### src/rtl/xup_sfr_pkg.sv
// Shared constants for the serial frame receiver: FSM state encoding and line levels.
package xup_sfr_pkg;

  typedef enum logic [1:0] {
    ST_IDLE   = 2'd0,
    ST_DATA   = 2'd1,
    ST_PARITY = 2'd2,
    ST_STOP   = 2'd3
  } sfr_state_e;

  localparam logic LINE_IDLE = 1'b1;
  localparam logic START_BIT = 1'b0;
  localparam logic STOP_BIT  = 1'b1;

endpackage

### src/rtl/xup_sipo_shifter.sv
// Serial-in parallel-out shift register; MSB_FIRST selects left or right shift direction.
module xup_sipo_shifter #(
  parameter int SIZE      = 4,
  parameter bit MSB_FIRST = 1'b1
) (
  input  logic            clk,
  input  logic            clr,
  input  logic            shift_en,
  input  logic            din,
  output logic [SIZE-1:0] q
);

  always_ff @(posedge clk) begin
    if (clr) begin
      q <= '0;
    end else if (shift_en) begin
      if (MSB_FIRST) q <= {q[SIZE-2:0], din};
      else           q <= {din, q[SIZE-1:1]};
    end
  end

endmodule

### src/rtl/xup_serial_frame_receiver.sv
// Framed serial receiver (start 0, SIZE data bits, stop 1) with valid/ack output handshake.
// Optional even-parity bit before the stop bit when XUP_SFR_PARITY_EN is defined.
module xup_serial_frame_receiver
  import xup_sfr_pkg::*;
#(
  parameter int SIZE      = 4,
  parameter int DELAY     = 3,
  parameter bit MSB_FIRST = 1'b1
) (
  input  logic            clk,
  input  logic            reset,
  input  logic            serial_in,
  input  logic            bit_en,
  input  logic            ack,
  output logic [SIZE-1:0] data_out,
  output logic            valid,
  output logic            busy,
  output logic            frame_err,
  output logic            overrun,
  output logic            parity_err
);

  localparam int CNT_W = $clog2(SIZE);

  // DELAY only shapes simulation timing of the original model; outputs here are zero-delay.
  if (SIZE < 2 || DELAY < 0) begin : g_bad_cfg
    $error("xup_serial_frame_receiver: SIZE must be >= 2 and DELAY >= 0");
  end

  sfr_state_e       state_q, state_d;
  logic [CNT_W-1:0] cnt_q, cnt_d;
  logic [SIZE-1:0]  sr;
  logic             shift_en;
  logic             stop_seen, stop_good, par_ok, accept, load, drop;

  xup_sipo_shifter #(.SIZE(SIZE), .MSB_FIRST(MSB_FIRST)) u_sr (
    .clk      (clk),
    .clr      (reset),
    .shift_en (shift_en),
    .din      (serial_in),
    .q        (sr)
  );

`ifdef XUP_SFR_PARITY_EN
  logic par_bit_q;

  always_ff @(posedge clk) begin
    if (reset)                               par_bit_q <= 1'b0;
    else if (state_q == ST_PARITY && bit_en) par_bit_q <= serial_in;
  end

  assign par_ok = ~(^{sr, par_bit_q});
`else
  assign par_ok = 1'b1;
`endif

  always_comb begin
    state_d   = state_q;
    cnt_d     = cnt_q;
    shift_en  = 1'b0;
    stop_seen = 1'b0;
    if (bit_en) begin
      unique case (state_q)
        ST_IDLE: begin
          if (serial_in == START_BIT) begin
            state_d = ST_DATA;
            cnt_d   = '0;
          end
        end
        ST_DATA: begin
          shift_en = 1'b1;
          if (cnt_q == CNT_W'(SIZE - 1)) begin
            cnt_d = '0;
`ifdef XUP_SFR_PARITY_EN
            state_d = ST_PARITY;
`else
            state_d = ST_STOP;
`endif
          end else begin
            cnt_d = cnt_q + 1'b1;
          end
        end
        ST_PARITY: begin
`ifdef XUP_SFR_PARITY_EN
          state_d = ST_STOP;
`else
          state_d = ST_IDLE;
`endif
        end
        ST_STOP: begin
          stop_seen = 1'b1;
          state_d   = ST_IDLE;
        end
        default: state_d = ST_IDLE;
      endcase
    end
  end

  // A bad stop bit outranks a parity mismatch; a clean frame either loads or is dropped.
  assign stop_good = stop_seen && (serial_in == STOP_BIT);
  assign accept    = stop_good && par_ok;
  assign load      = accept && (!valid || ack);
  assign drop      = accept && valid && !ack;
  assign busy      = (state_q != ST_IDLE);

  always_ff @(posedge clk) begin
    if (reset) begin
      state_q   <= ST_IDLE;
      cnt_q     <= '0;
      data_out  <= '0;
      valid     <= 1'b0;
      frame_err <= 1'b0;
      overrun   <= 1'b0;
    end else begin
      state_q   <= state_d;
      cnt_q     <= cnt_d;
      frame_err <= stop_seen && !stop_good;
      if (load) begin
        data_out <= sr;
        valid    <= 1'b1;
      end else if (valid && ack) begin
        valid <= 1'b0;
      end
      if (drop) overrun <= 1'b1;
    end
  end

`ifdef XUP_SFR_PARITY_EN
  always_ff @(posedge clk) begin
    if (reset) parity_err <= 1'b0;
    else       parity_err <= stop_good && !par_ok;
  end
`else
  assign parity_err = 1'b0;
`endif

endmodule

### config.mk
export PLATFORM = sky130hd
export DESIGN_NAME = xup_serial_frame_receiver
export DESIGN_NICKNAME = d
export VERILOG_FILES = /design/src/rtl/xup_sfr_pkg.sv /design/src/rtl/xup_sipo_shifter.sv /design/src/rtl/xup_serial_frame_receiver.sv
export SDC_FILE = /design/constraint.sdc
export NUM_CORES = 1
export LEC_CHECK = 0
export CORE_MARGIN = 2
export CORE_UTILIZATION = 49
export CTS_BUF_LIST = sky130_fd_sc_hd__clkbuf_4
export DETAILED_ROUTE_END_ITERATION = 8
export PLACE_DENSITY = 0.77
export SLEW_MARGIN = 15
export SYNTH_ARGS = -nofsm -noshare
export SYNTH_HDL_FRONTEND = slang
export SYNTH_SLANG_ARGS = --single-unit
### constraint.sdc
create_clock -name clk -period 1.1 [get_ports clk]
set_input_delay 0.33 -clock clk [delete_from_list [all_inputs] [get_ports clk]]
set_output_delay 0.33 -clock clk [all_outputs]
set_load 0.02 [all_outputs]
==> results.py <==
metrics = {
    "run_status": {
        "status": "complete, but fails checks",
        "violations": "negative setup slack",
    },
    "clocking": {
        "clkTransAtPathRegs_ns": 0.09,
        "cts_buffer_depth": 2,
        "cts.sinks": 15,
        "htreeDepth": 1,
        "clk_latency_ns": 0.29,
        "cts-hold-fix-buffers": 0,
        "cts_buffers": 3,
        "cts-root-buf": "clkbuf_4",
        "cts_tree": "done",
    },
    "setup_path": {
        "r2r_slack_ns": -0.01,
        "r2r_cells": 5,
        "arrival_ns": 0.97,
        "max_stage_delay_ns": 0.33,
        "critPathBufInv": 1,
        "crit_path_end_kind": "output pin",
        "crit_family": "flip-flops",
        "start_kind": "flop",
        "r2r_end": "data_out[3]",
        "reg2reg_from": "state_q[0]",
        "required_ns": 0.77,
        "path_max_fanout": 2,
        "crit_type": "reg -> out",
        "crit_slowest_cell": "dfxtp_2",
        "crit_chain": "or2_4 > buf_6",
    },
    "layout": {
        "fillers": 96,
        "postLayoutCoreUtil_pct": 71.96,
        "layout-drive-gt1-share_pct": 42.86,
        "regArea_um2": 311.5,
        "area_growth_pct": 40.23,
        "final_nets": 98,
        "multi_input_area_um2": 339.1,
        "layout_common_cells": "buf_4 (13), nand2b_1 (9), dfxtp_2 (9)",
        "diodes": 0,
        "final_common_cell": "buf_4",
    },
    "placed_design": {
        "place_congestion": 0.7590,
        "portBuffers": 12,
    },
    "power_and_ir_drop": {
        "power_leakage_uw": 0.0004184,
        "ir_drop_v": 0.0005776,
        "p_per_area_nw_per_um2": 1045,
    },
    "logic_synthesis": {
        "yosys-top-cells-area": "dfxtp_1 (46%), mux2i_1 (12%), nand2b_1 (9.5%), nand4b_1 (4.0%), a21oi_1 (3.8%)",
        "netlist.area_leader.share_pct": 45.54,
        "avgSynthCellArea_um2": 9.697,
        "synth_cell_types": 22,
        "syn_inst": 68,
        "synth_area_um2": 659.4,
        "ys_ff_latch": 15,
        "ys_seq_area_share_pct": 45.54,
        "synth_nets": 74,
        "synth.largest_area_cell": "dfxtp_1",
        "synth.yosys.warnings": 0,
    },
    "detailed_routing": {
        "drcViolationCount": 0,
        "drt_wl_total_um": 1132,
        "first_pass_iters": 4,
        "viasPerCell": 4.849,
        "drtAntennaViolNets": 0,
        "first_iter_violations": 8,
        "vias": 514,
        "wl_per_cell_um": 10.68,
    },
    "timing": {
        "drv_slew": 0,
        "skew_ns": 0.005813,
        "final-setup-viol-count": 6,
        "fin_hold_ws_ns": 0.4831,
        "worst_slack_ns": -0.1992,
        "rsz0062_at_grt": "true",
        "timing.final.crit_share_pct": 118.1,
        "fmax_mhz": 769.7,
        "hold_viol_final": 0,
        "period_needed_ns": 1.299,
    },
    "hold_path": {
        "whs_path_depth": 2,
        "holdPathEnd": "data_out[3]",
        "worstHoldPathType": "reg -> reg",
        "min_from": "u_sr.q[3]",
    },
    "global_route": {
        "overflow": 0,
        "grt_max_degree": 13,
        "grt_pass1_wl_um": 1807,
        "grt_pass1_vias": 443,
        "grt_antenna_before_repair": 0,
        "grt.total_usage_pct": 17.22,
    },
    "job": {
        "maxCapViolations": 0,
    },
    "die": {
        "start_util_pct": 51.31,
        "core_um2": 1285,
        "rows": 13,
        "die_height_um": 40.69,
        "ios": 14,
        "die_w_um": 40.69,
        "die_area_um2": 1655,
    },
}
==> cell usage after synthesis <==
| cell | instances |
|---|---|
| a21oi_1 | 5 |
| nor3_1 | 1 |
| clkbuf_1 | 2 |
| dfxtp_1 | 15 |
| or2_2 | 1 |
| or2b_1 | 1 |
| o21ba_2 | 1 |
| nand3b_2 | 1 |
| inv_1 | 1 |
| nor2_1 | 6 |
| a211oi_1 | 1 |
| nand4b_1 | 3 |
| o21ai_0 | 2 |
| nor2b_1 | 2 |
| buf_4 | 3 |
| nand4_2 | 1 |
| conb_1 | 1 |
| mux2i_1 | 8 |
| ha_1 | 1 |
| nand3_1 | 1 |
| nand2b_1 | 10 |
| buf_2 | 1 |
==> where the power goes <==
group / internal, µW / switching [µW] / total, µW
clock: 135 / 181 / 316
combinational: 52.9 / 45.0 / 97.9
sequential: 549 / 3.37 / 552
total: 737 / 229 / 966
==> how the worst max path moves through the flow <==
stage	start	endpoint	slack [ns]	cells after the start
2_1_floorplan	bit_en	data_out[0]	0.03	5
4_1_cts	state_q[1]	busy	-0.21	2
3_3_place_gp	bit_en	data_out[2]	-0.38	5
6_report	state_q[0]	busy	-0.20	2
5_1_grt	state_q[0]	busy	-0.24	2
3_5_place_dp	bit_en	data_out[3]	-0.41	5
==> per-layer routing <==
metal | GRT usage, % | wire [µm] | up-vias
li1 | - | - | 274
met1 | 20.88 | 508 | 224
met3 | 4.891 | 48 | 4
met4 | 10.00 | 27 | 0
met2 | 26.98 | 547 | 12
met5 | 0 | 0 | -
==> sequential cells by signal, summed over array words and instances, names as in the netlist <==
register / cells
data_out: 4
u_sr.q: 4
cnt_q: 2
state_q: 2
frame_err: 1
overrun: 1
valid: 1
==> area by class of cell <==
cell class              count  area share (%)
multi-input cells          46           36.67
flip-flops and latches     15           33.69
repair buffers             25           24.22
clock buffers               3           2.436
well taps                  15           2.030
clock inverters             1          0.5413
inverters                   1          0.4060
==> repair_timing <==
item / CTS / global route
resized for setup: 52 / 10
pin swaps: 1 / 1
endpoints found under the setup margin: 19 / 16
setup buffers: 0 / 1
hold endpoints to repair: 0 / 0
==> cell families after synthesis <==
| logic type | after synthesis | share of synthesized area (%) |
|---|---|---|
| mux | 8 | 12.14 |
| flops | 15 | 45.54 |
| fa+ha+maj | 1 | 1.897 |
| buf+inv | 7 | 5.881 |
| compound gates | 9 | 7.970 |
| simple gates | 27 | 26.00 |
| other cells | 1 | 0.5687 |
==> through the flow <==
step / cell area (µm²) / total power (µW) / instances / TNS, ns / worst slack, ns
after floorplan: 661.9 / 619.8 / 68 / 0 / 0.03354
after global placement: 855.8 / 660.6 / 101 / -5.755 / -0.3772
after detailed placement: 855.8 / 661.5 / 101 / -6.185 / -0.4120
after CTS: 885.9 / 975.6 / 105 / -0.2525 / -0.2070
after global routing: 924.6 / 1014 / 106 / -0.8410 / -0.2448
final: 924.6 / 965.9 / 106 / -0.2284 / -0.1992
==> tightest hold or removal path, stage by stage, from the launching register on <==
cell and delay, ns:
dfxtp_1 0.32, nand2b_1 0.06, mux2i_1 0.06
Note: power is estimated with default switching activity, not from simulation.
